## src/rtl/lr_pkg.sv

```systemverilog
// ============================================================================
// Module      : lr_pkg
// Description : Shared sizing constants and state encoding for the
//               logistic-regression class scheduler and its MAC unit.
// Revision    : 1.0 - initial release
// ============================================================================
`timescale 1ns/1ps
`default_nettype none

package lr_pkg;

    localparam int NFEAT      = 81;   // features per window, slot 0 is the bias
    localparam int NCLASS     = 10;   // number of one-vs-all classifiers
    localparam int XW         = 7;    // unsigned pixel width
    localparam int THW        = 32;   // signed theta width
    localparam int ACCW       = 32;   // signed accumulator / score width
    localparam int BIAS_SHIFT = 16;   // bias input is the constant 2^16

    localparam int ADDRW = $clog2(NCLASS * NFEAT);
    localparam int CLSW  = (NCLASS > 1) ? $clog2(NCLASS) : 1;
    localparam int IDXW  = $clog2(NFEAT);

    typedef enum logic [2:0] {
        IDLE  = 3'd0,
        MAC   = 3'd1,
        DRAIN = 3'd2,
        CMP   = 3'd3,
        OUT   = 3'd4
    } state_t;

endpackage : lr_pkg

`default_nettype wire

```

## src/rtl/lr_mac_unit.sv

```systemverilog
// ============================================================================
// Module      : lr_mac_unit
// Description : Shared multiply-accumulate for one class score. Each enabled
//               cycle adds either theta<<BIAS_SHIFT (bias slot) or the
//               zero-extended pixel times the signed theta.
//               Optional macro LR_SCORE_SAT_EN: clamp each product and
//               saturate every addition instead of wrapping.
// Revision    : 1.0 - initial release
// ============================================================================
`timescale 1ns/1ps
`default_nettype none

module lr_mac_unit
    import lr_pkg::*;
(
    input  logic                   clk,
    input  logic                   rst_n,
    input  logic                   clear,
    input  logic                   enable,
    input  logic                   bias_sel,
    input  logic [XW-1:0]          x,
    input  logic signed [THW-1:0]  theta,
    output logic signed [ACCW-1:0] acc
);

    logic signed [ACCW-1:0] acc_q;
    logic signed [ACCW-1:0] acc_d;
    logic        [ACCW-1:0] base;

`ifdef LR_SCORE_SAT_EN
    // Wide enough to hold either the bias term or the full pixel product.
    localparam int TW = ((XW + 1) > (BIAS_SHIFT + 1) ? (XW + 1) : (BIAS_SHIFT + 1)) + THW;
    localparam logic signed [TW-1:0]   TMAX = {{(TW-ACCW+1){1'b0}}, {(ACCW-1){1'b1}}};
    localparam logic signed [TW-1:0]   TMIN = {{(TW-ACCW+1){1'b1}}, {(ACCW-1){1'b0}}};
    localparam logic        [ACCW-1:0] AMAX = {1'b0, {(ACCW-1){1'b1}}};
    localparam logic        [ACCW-1:0] AMIN = {1'b1, {(ACCW-1){1'b0}}};

    logic signed [TW-1:0] theta_ext;
    logic signed [TW-1:0] x_ext;
    logic signed [TW-1:0] term;
    logic        [ACCW-1:0] term_c;
    logic        [ACCW:0]   sum;

    // Exact term, clamped to the score range, then a saturating add.
    always_comb begin
        theta_ext = {{(TW-THW){theta[THW-1]}}, theta};
        x_ext     = {{(TW-XW){1'b0}}, x};
        term      = bias_sel ? (theta_ext <<< BIAS_SHIFT) : (x_ext * theta_ext);
        if (term > TMAX)
            term_c = AMAX;
        else if (term < TMIN)
            term_c = AMIN;
        else
            term_c = term[ACCW-1:0];
        base = clear ? '0 : acc_q;
        sum  = {base[ACCW-1], base} + {term_c[ACCW-1], term_c};
        if (sum[ACCW] != sum[ACCW-1])
            acc_d = sum[ACCW] ? AMIN : AMAX;
        else
            acc_d = sum[ACCW-1:0];
        if (!enable)
            acc_d = acc_q;
    end
`else
    logic [ACCW-1:0] x_n;
    logic [ACCW-1:0] th_n;
    logic [ACCW-1:0] term_n;

    // Modular arithmetic: the low ACCW bits of the product and sum are
    // all that survive truncation, so compute only those.
    always_comb begin
        x_n    = ACCW'(x);
        th_n   = ACCW'(theta);
        term_n = bias_sel ? (th_n << BIAS_SHIFT) : (x_n * th_n);
        base   = clear ? '0 : acc_q;
        acc_d  = enable ? (base + term_n) : acc_q;
    end
`endif

    // Accumulator register.
    always_ff @(posedge clk or negedge rst_n) begin
        if (!rst_n)
            acc_q <= '0;
        else
            acc_q <= acc_d;
    end

    assign acc = acc_q;

endmodule : lr_mac_unit

`default_nettype wire

```

## src/rtl/lr_class_scheduler.sv

```systemverilog
// ============================================================================
// Module      : lr_class_scheduler
// Description : Time-multiplexes one MAC unit across all classes, streaming
//               weights from a 1-cycle-latency theta ROM, and returns the
//               argmax class and its score over valid/ready.
//               Optional macro LR_SCORE_SAT_EN (handled in lr_mac_unit).
// Revision    : 1.0 - initial release
// ============================================================================
`timescale 1ns/1ps
`default_nettype none

module lr_class_scheduler
    import lr_pkg::*;
(
    input  logic                  clk,
    input  logic                  rst_n,
    input  logic                  win_valid,
    output logic                  win_ready,
    input  logic [NFEAT*XW-1:0]   win_data,
    output logic [ADDRW-1:0]      theta_addr,
    input  logic [THW-1:0]        theta_rdata,
    output logic                  res_valid,
    input  logic                  res_ready,
    output logic [CLSW-1:0]       res_class,
    output logic [ACCW-1:0]       res_score,
    output logic                  busy
);

    state_t                 state_q, state_d;
    logic [CLSW-1:0]        cls_q, cls_d;
    logic [IDXW-1:0]        idx_q, idx_d;
    logic [NFEAT*XW-1:0]    win_q, win_d;

    // MAC controls are registered so they line up with the ROM word that
    // arrives one cycle after its address.
    logic                   mac_en_q, mac_en_d;
    logic                   mac_clr_q, mac_clr_d;
    logic                   mac_bias_q, mac_bias_d;
    logic [XW-1:0]          mac_x_q, mac_x_d;

    logic signed [ACCW-1:0] best_score_q, best_score_d;
    logic [CLSW-1:0]        best_cls_q, best_cls_d;
    logic                   res_valid_q, res_valid_d;
    logic [CLSW-1:0]        res_class_q, res_class_d;
    logic [ACCW-1:0]        res_score_q, res_score_d;

    logic signed [ACCW-1:0] mac_acc;
    logic                   take_new;

    lr_mac_unit u_mac (
        .clk      (clk),
        .rst_n    (rst_n),
        .clear    (mac_clr_q),
        .enable   (mac_en_q),
        .bias_sel (mac_bias_q),
        .x        (mac_x_q),
        .theta    (theta_rdata),
        .acc      (mac_acc)
    );

    // Next-state logic: window capture, feature/class walk, argmax, handoff.
    always_comb begin
        state_d      = state_q;
        cls_d        = cls_q;
        idx_d        = idx_q;
        win_d        = win_q;
        mac_en_d     = 1'b0;
        mac_clr_d    = 1'b0;
        mac_bias_d   = 1'b0;
        mac_x_d      = win_q[int'(idx_q)*XW +: XW];
        best_score_d = best_score_q;
        best_cls_d   = best_cls_q;
        res_valid_d  = res_valid_q;
        res_class_d  = res_class_q;
        res_score_d  = res_score_q;
        // Class 0 seeds the best; later classes need a strictly larger score.
        take_new     = (cls_q == '0) || (mac_acc > best_score_q);

        case (state_q)
            IDLE: begin
                if (win_valid) begin
                    win_d   = win_data;
                    cls_d   = '0;
                    idx_d   = '0;
                    state_d = MAC;
                end
            end
            MAC: begin
                mac_en_d   = 1'b1;
                mac_clr_d  = (idx_q == '0);
                mac_bias_d = (idx_q == '0);
                if (idx_q == IDXW'(NFEAT-1)) begin
                    idx_d   = '0;
                    state_d = DRAIN;
                end else begin
                    idx_d = idx_q + IDXW'(1);
                end
            end
            DRAIN: begin
                state_d = CMP;
            end
            CMP: begin
                if (take_new) begin
                    best_score_d = mac_acc;
                    best_cls_d   = cls_q;
                end
                if (cls_q == CLSW'(NCLASS-1)) begin
                    res_valid_d = 1'b1;
                    res_class_d = take_new ? cls_q : best_cls_q;
                    res_score_d = take_new ? mac_acc : best_score_q;
                    state_d     = OUT;
                end else begin
                    cls_d   = cls_q + CLSW'(1);
                    state_d = MAC;
                end
            end
            OUT: begin
                if (res_ready) begin
                    res_valid_d = 1'b0;
                    state_d     = IDLE;
                end
            end
            default: begin
                state_d = IDLE;
            end
        endcase
    end

    // State and datapath registers; reset abandons any partial computation.
    always_ff @(posedge clk or negedge rst_n) begin
        if (!rst_n) begin
            state_q      <= IDLE;
            cls_q        <= '0;
            idx_q        <= '0;
            win_q        <= '0;
            mac_en_q     <= 1'b0;
            mac_clr_q    <= 1'b0;
            mac_bias_q   <= 1'b0;
            mac_x_q      <= '0;
            best_score_q <= '0;
            best_cls_q   <= '0;
            res_valid_q  <= 1'b0;
            res_class_q  <= '0;
            res_score_q  <= '0;
        end else begin
            state_q      <= state_d;
            cls_q        <= cls_d;
            idx_q        <= idx_d;
            win_q        <= win_d;
            mac_en_q     <= mac_en_d;
            mac_clr_q    <= mac_clr_d;
            mac_bias_q   <= mac_bias_d;
            mac_x_q      <= mac_x_d;
            best_score_q <= best_score_d;
            best_cls_q   <= best_cls_d;
            res_valid_q  <= res_valid_d;
            res_class_q  <= res_class_d;
            res_score_q  <= res_score_d;
        end
    end

    // ROM address is only driven while walking features; parked at 0 otherwise.
    always_comb begin
        theta_addr = '0;
        if (state_q == MAC)
            theta_addr = ADDRW'(cls_q) * ADDRW'(NFEAT) + ADDRW'(idx_q);
    end

    assign win_ready = (state_q == IDLE);
    assign busy      = (state_q != IDLE);
    assign res_valid = res_valid_q;
    assign res_class = res_class_q;
    assign res_score = res_score_q;

endmodule : lr_class_scheduler

`default_nettype wire

```

## config.mk

```make
export PLATFORM = sky130hd
export DESIGN_NAME = lr_class_scheduler
export DESIGN_NICKNAME = d
export VERILOG_FILES = /design/src/rtl/lr_pkg.sv /design/src/rtl/lr_mac_unit.sv /design/src/rtl/lr_class_scheduler.sv
export SDC_FILE = /design/constraint.sdc
export NUM_CORES = 2
export LEC_CHECK = 0
export ABC_AREA = 1
export CAP_MARGIN = 10
export CORE_MARGIN = 10
export CORE_UTILIZATION = 45
export DETAILED_ROUTE_END_ITERATION = 7
export PLACE_DENSITY = 0.78
export RECOVER_POWER = 100
export SLEW_MARGIN = 10
export SYNTH_ARGS = -nofsm -noshare
export SYNTH_HDL_FRONTEND = slang
export SYNTH_SLANG_ARGS = --single-unit
```

## constraint.sdc

```tcl
create_clock -name clk -period 5.85 [get_ports clk]
set_input_delay 0.585 -clock clk [delete_from_list [all_inputs] [get_ports clk]]
set_output_delay 0.585 -clock clk [all_outputs]
set_load 0.02 [all_outputs]
```

==> summary.md <==
| Metric | Value |
|---|---|
| Die width | between 300 and 400 um |
| First-pass GRT wire length | between 200,000 and 250,000 um |
| Place WS | -1.24 ns |
| Simple-gate share of the synthesized area | slightly above 30% |
| CTS Buf Count | 79 |
| Nets@finish | about 7,400 |
| IO Port Bufs | roughly 650 |
| CP max stage delay | ~0.56 ns |
| Library cells used by synthesis | 55 |
| Mean cell area of the mapped netlist | approximately 7.3 um2 |
| Layout area overhead | 32.4% |
| Vias in the first global route | about 42,000 |
| Die area | about 110,000 um2 |
| Adder-cell share of the synthesized area | 10.2% |
| EDFF count, synth | 0 |
| Post-Synth XOR/XNOR Area | less than 1% |
| Required @ worst endpoint | 6.40 ns |
| Die height | approximately 330 um |
| Max clock buf depth | 3 |
| Min Tclk post-route | a little over 6 ns |
| Worst r2r dst | u_mac.acc[22] |
| Final period util | 104% |
| Relative slew slack | -200% |
| Cells after Synth | between 5,000 and 6,000 |
| R2R depth | 33 |
| Ranking of synthesized cells by area | dfrtp_1 41%, nand2_1 22%, fa_1 6.4% |
| Routed vias | between 40,000 and 50,000 |
| Antenna viol nets, final | 0 |
| Yosys reg bits | about 700 |
| Mux contribution to synthesized area | 0.0237% |
| Final worst slack | -0.256 ns |
| Flop-to-flop setup slack | -0.26 ns |
| Fin. Hold Viols | 0 |
| Compound-gate portion of the synthesized area | 9.71% |
| Yosys warns | 0 |
| Post-synthesis sequential area ratio | 41.2% |
| Mapped cell area | between 40,000 and 50,000 um2 |
| Clock transition at path regs | 0.07 ns |
| CTS tree | yes |
| Setup violations, final | 19 |
| CTS Root Cell | clkbuf_16 |
| Max cap viols | 9 |
| Row count | ~110 |
| Worst EP arrival | ~6.7 ns |
| Largest net degree at the start of global routing | a little under 200 |
| Cell taking the most area after synthesis | dfrtp_1 |
| Routability cong. | 0.959 |
| Worst Skew | 0.0366 ns |
| Core Util, Final | about 60% |
| Worst flop-to-flop path startpoint | mac_x_q[1] |
| Slew of the pin with the lowest slew margin | about 4.5 ns |
| Fraction of final layout cells sized beyond drive strength 1 | between 10% and 20% |
| Routed wire length per instance | 20.8 um |
| Sink Count | ~700 |
| All-Layer GR Usage | between 20% and 30% |
| Crit start category | flop |
| Fmax | 164 MHz |
| Critical path startpoint | mac_x_q[1] |
| Maximum fanout along the worst path | 5 |
| Vias per std cell | around 5.3 |
| HPWL Detailed | between 100,000 and 150,000 um |
| Post-route DRC | 0 |
| CP Capture Point | u_mac.acc[22] |
| Crit path capture type | flop |
| GRT overflow | 0 |
| Async set-or-reset flop fraction in the synthesized netlist | 100% |
| Largest family of logic cells by synthesized area | simple AND/OR/NAND/NOR gates |
| CORE AREA | ~93,000 um2 |
| Post-synth top area share | around two fifths |
| Total Wirelength | 163,000 um |
| RSZ-0062 raised after global routing | true |
| Worst-path cell with the longest stage delay | fa_1 |
| Initial drt markers | 3,684 |
| Skew-Pair Late Insertion Delay | 0.67 ns |
| I/O pin count | 652 |
| Outcome | finished with violations |
| Post-route setup TNS | -3.04 ns |
| Synth Net Count | roughly 6,600 |
| Max-slew violations | about 1,100 |
| Crit Path Class | flop to flop |
| DR pass1 iterations | 8 |
| Failing checks | capacitance limit, slew limit, setup timing |
| Initial Utilization | 45.3% |
| Antenna violations before repair | 53 |
| H-tree Lvls | 3 |
| Worst min path class | primary input to flop |
| Main synth FF type | dfrtp_1 |
## cell usage in the layout (no fill, tap or decap), drive strengths merged, types with 3 or more instances in the layout
cell type and n:
o21ai 417, o21a 5, a21boi 6, a21oi 133
nand3b 4, buf 319, nor3 16, ha 130
xnor2 8, clkdlybuf4s50 601, nand2 2522, o21bai 5
nand4 25, fa 134, or2 13, a211oi 4
a31oi 10, clkinv 22, inv 484, nand3 212
a221oi 3, bufinv 7, xor2 7, dfrtp 695
o211ai 5, and3 5, dlygate4sd3 49, a31o 4
o22ai 142, a22o 9, clkbuf 127, a21o 6
diode 44, nor2 425, nor4 4, clkinvlp 5
## sequential cells by signal (all words and copies together) (netlist names)
name / count
idx_q: 7
best_score_q: 32
res_valid: 1
cls_q: 4
win_q: 567
mac_en_q: 1
u_mac.acc: 32
best_cls_q: 4
res_score: 32
res_class: 4
mac_bias_q: 1
mac_x_q: 7
state_q: 3
## synthesized netlist by cell type, drive strengths merged, types with 3 or more instances
cell type / number
inv: 481
and3: 5
clkinv: 3
a21boi: 6
o21ai: 417
o21a: 5
nor3: 16
o21bai: 5
o22ai: 142
nand4: 25
ha: 130
nand3: 212
a22o: 9
or2: 13
a211oi: 4
xor2: 7
fa: 134
clkbuf: 166
o211ai: 5
a31oi: 10
nand2: 2522
a21o: 6
nor2: 425
a21oi: 133
xnor2: 8
dfrtp: 695
a221oi: 3
nand3b: 4
nor4: 4
a31o: 4
buf: 147
## final cells by class
type | count | area (um2)
Fill cell | 8118 | 37300
Multi-Input combinational cell | 4257 | 22900
Sequential cell | 695 | 17400
Timing Repair Buffer | 987 | 9250
Clock buffer | 111 | 2330
Inverter | 484 | 1830
Tap cell | 1254 | 1570
Clock inverter | 34 | 479
Antenna cell | 44 | 110
## per-stage QoR
step / instances / cell area [um2] / hold slack (ns)
after detailed placement: 7637 / 51100 / 0.453
after global routing: 7860 / 55900 / 0.423
after floorplan: 5749 / 42200 / 0.289
after CTS: 7809 / 55000 / 0.404
after global placement: 7637 / 51100 / 0.448
final: 7866 / 55900 / 0.442
## how the worst min path moves through the flow
stage / startpoint / to / depth (start not counted)
finish: win_data[193] / win_q[193] / 3
global route: win_data[462] / win_q[462] / 3
CTS: win_data[193] / win_q[193] / 3
detailed placement: win_q[430] / win_q[430] / 2
global placement: win_q[495] / win_q[495] / 2
floorplan: rst_n / best_cls_q[0] / 0
## routing by layer
layer  wire, um  global-route usage (%)  vias to the layer above
met4       9560                    16.7                       24
met2      79100                    49.4                     1700
li1           -                       -                    19565
met3      12300                    6.77                      425
met5        161                       0                        -
met1      62400                    35.0                    20269
## critical path, delay by kind of cell, from the launching register on
family / cells / cell delay (ns)
adder cells (fa/ha/maj): 6 / 2.61
AO/OA/AOI/OAI: 9 / 1.11
AND/OR/NAND/NOR: 10 / 1.08
buffers and inverters: 8 / 0.66
flip-flops: 1 / 0.51
## logic make-up after synthesis
kind of cell             count (synthesis)
flip-flops                             695
multiplexers                             1
adder cells (fa/ha/maj)                264
AO/OA/AOI/OAI                          750
buffers and inverters                  797
XOR/XNOR                                15
AND/OR/NAND/NOR                       3227
## repair_timing
item	CTS	global route
cloned	1	1
endpoints found under the setup margin	22	23
hold endpoints to repair	79	0
resized for setup	198	220
hold buffers	1	0
pin swaps	46	68
buffers inserted	25	14
Power is left out: the tool's default activity adds up to more than one toggle a clock period on the data nets, which glitch-free logic cannot reach.
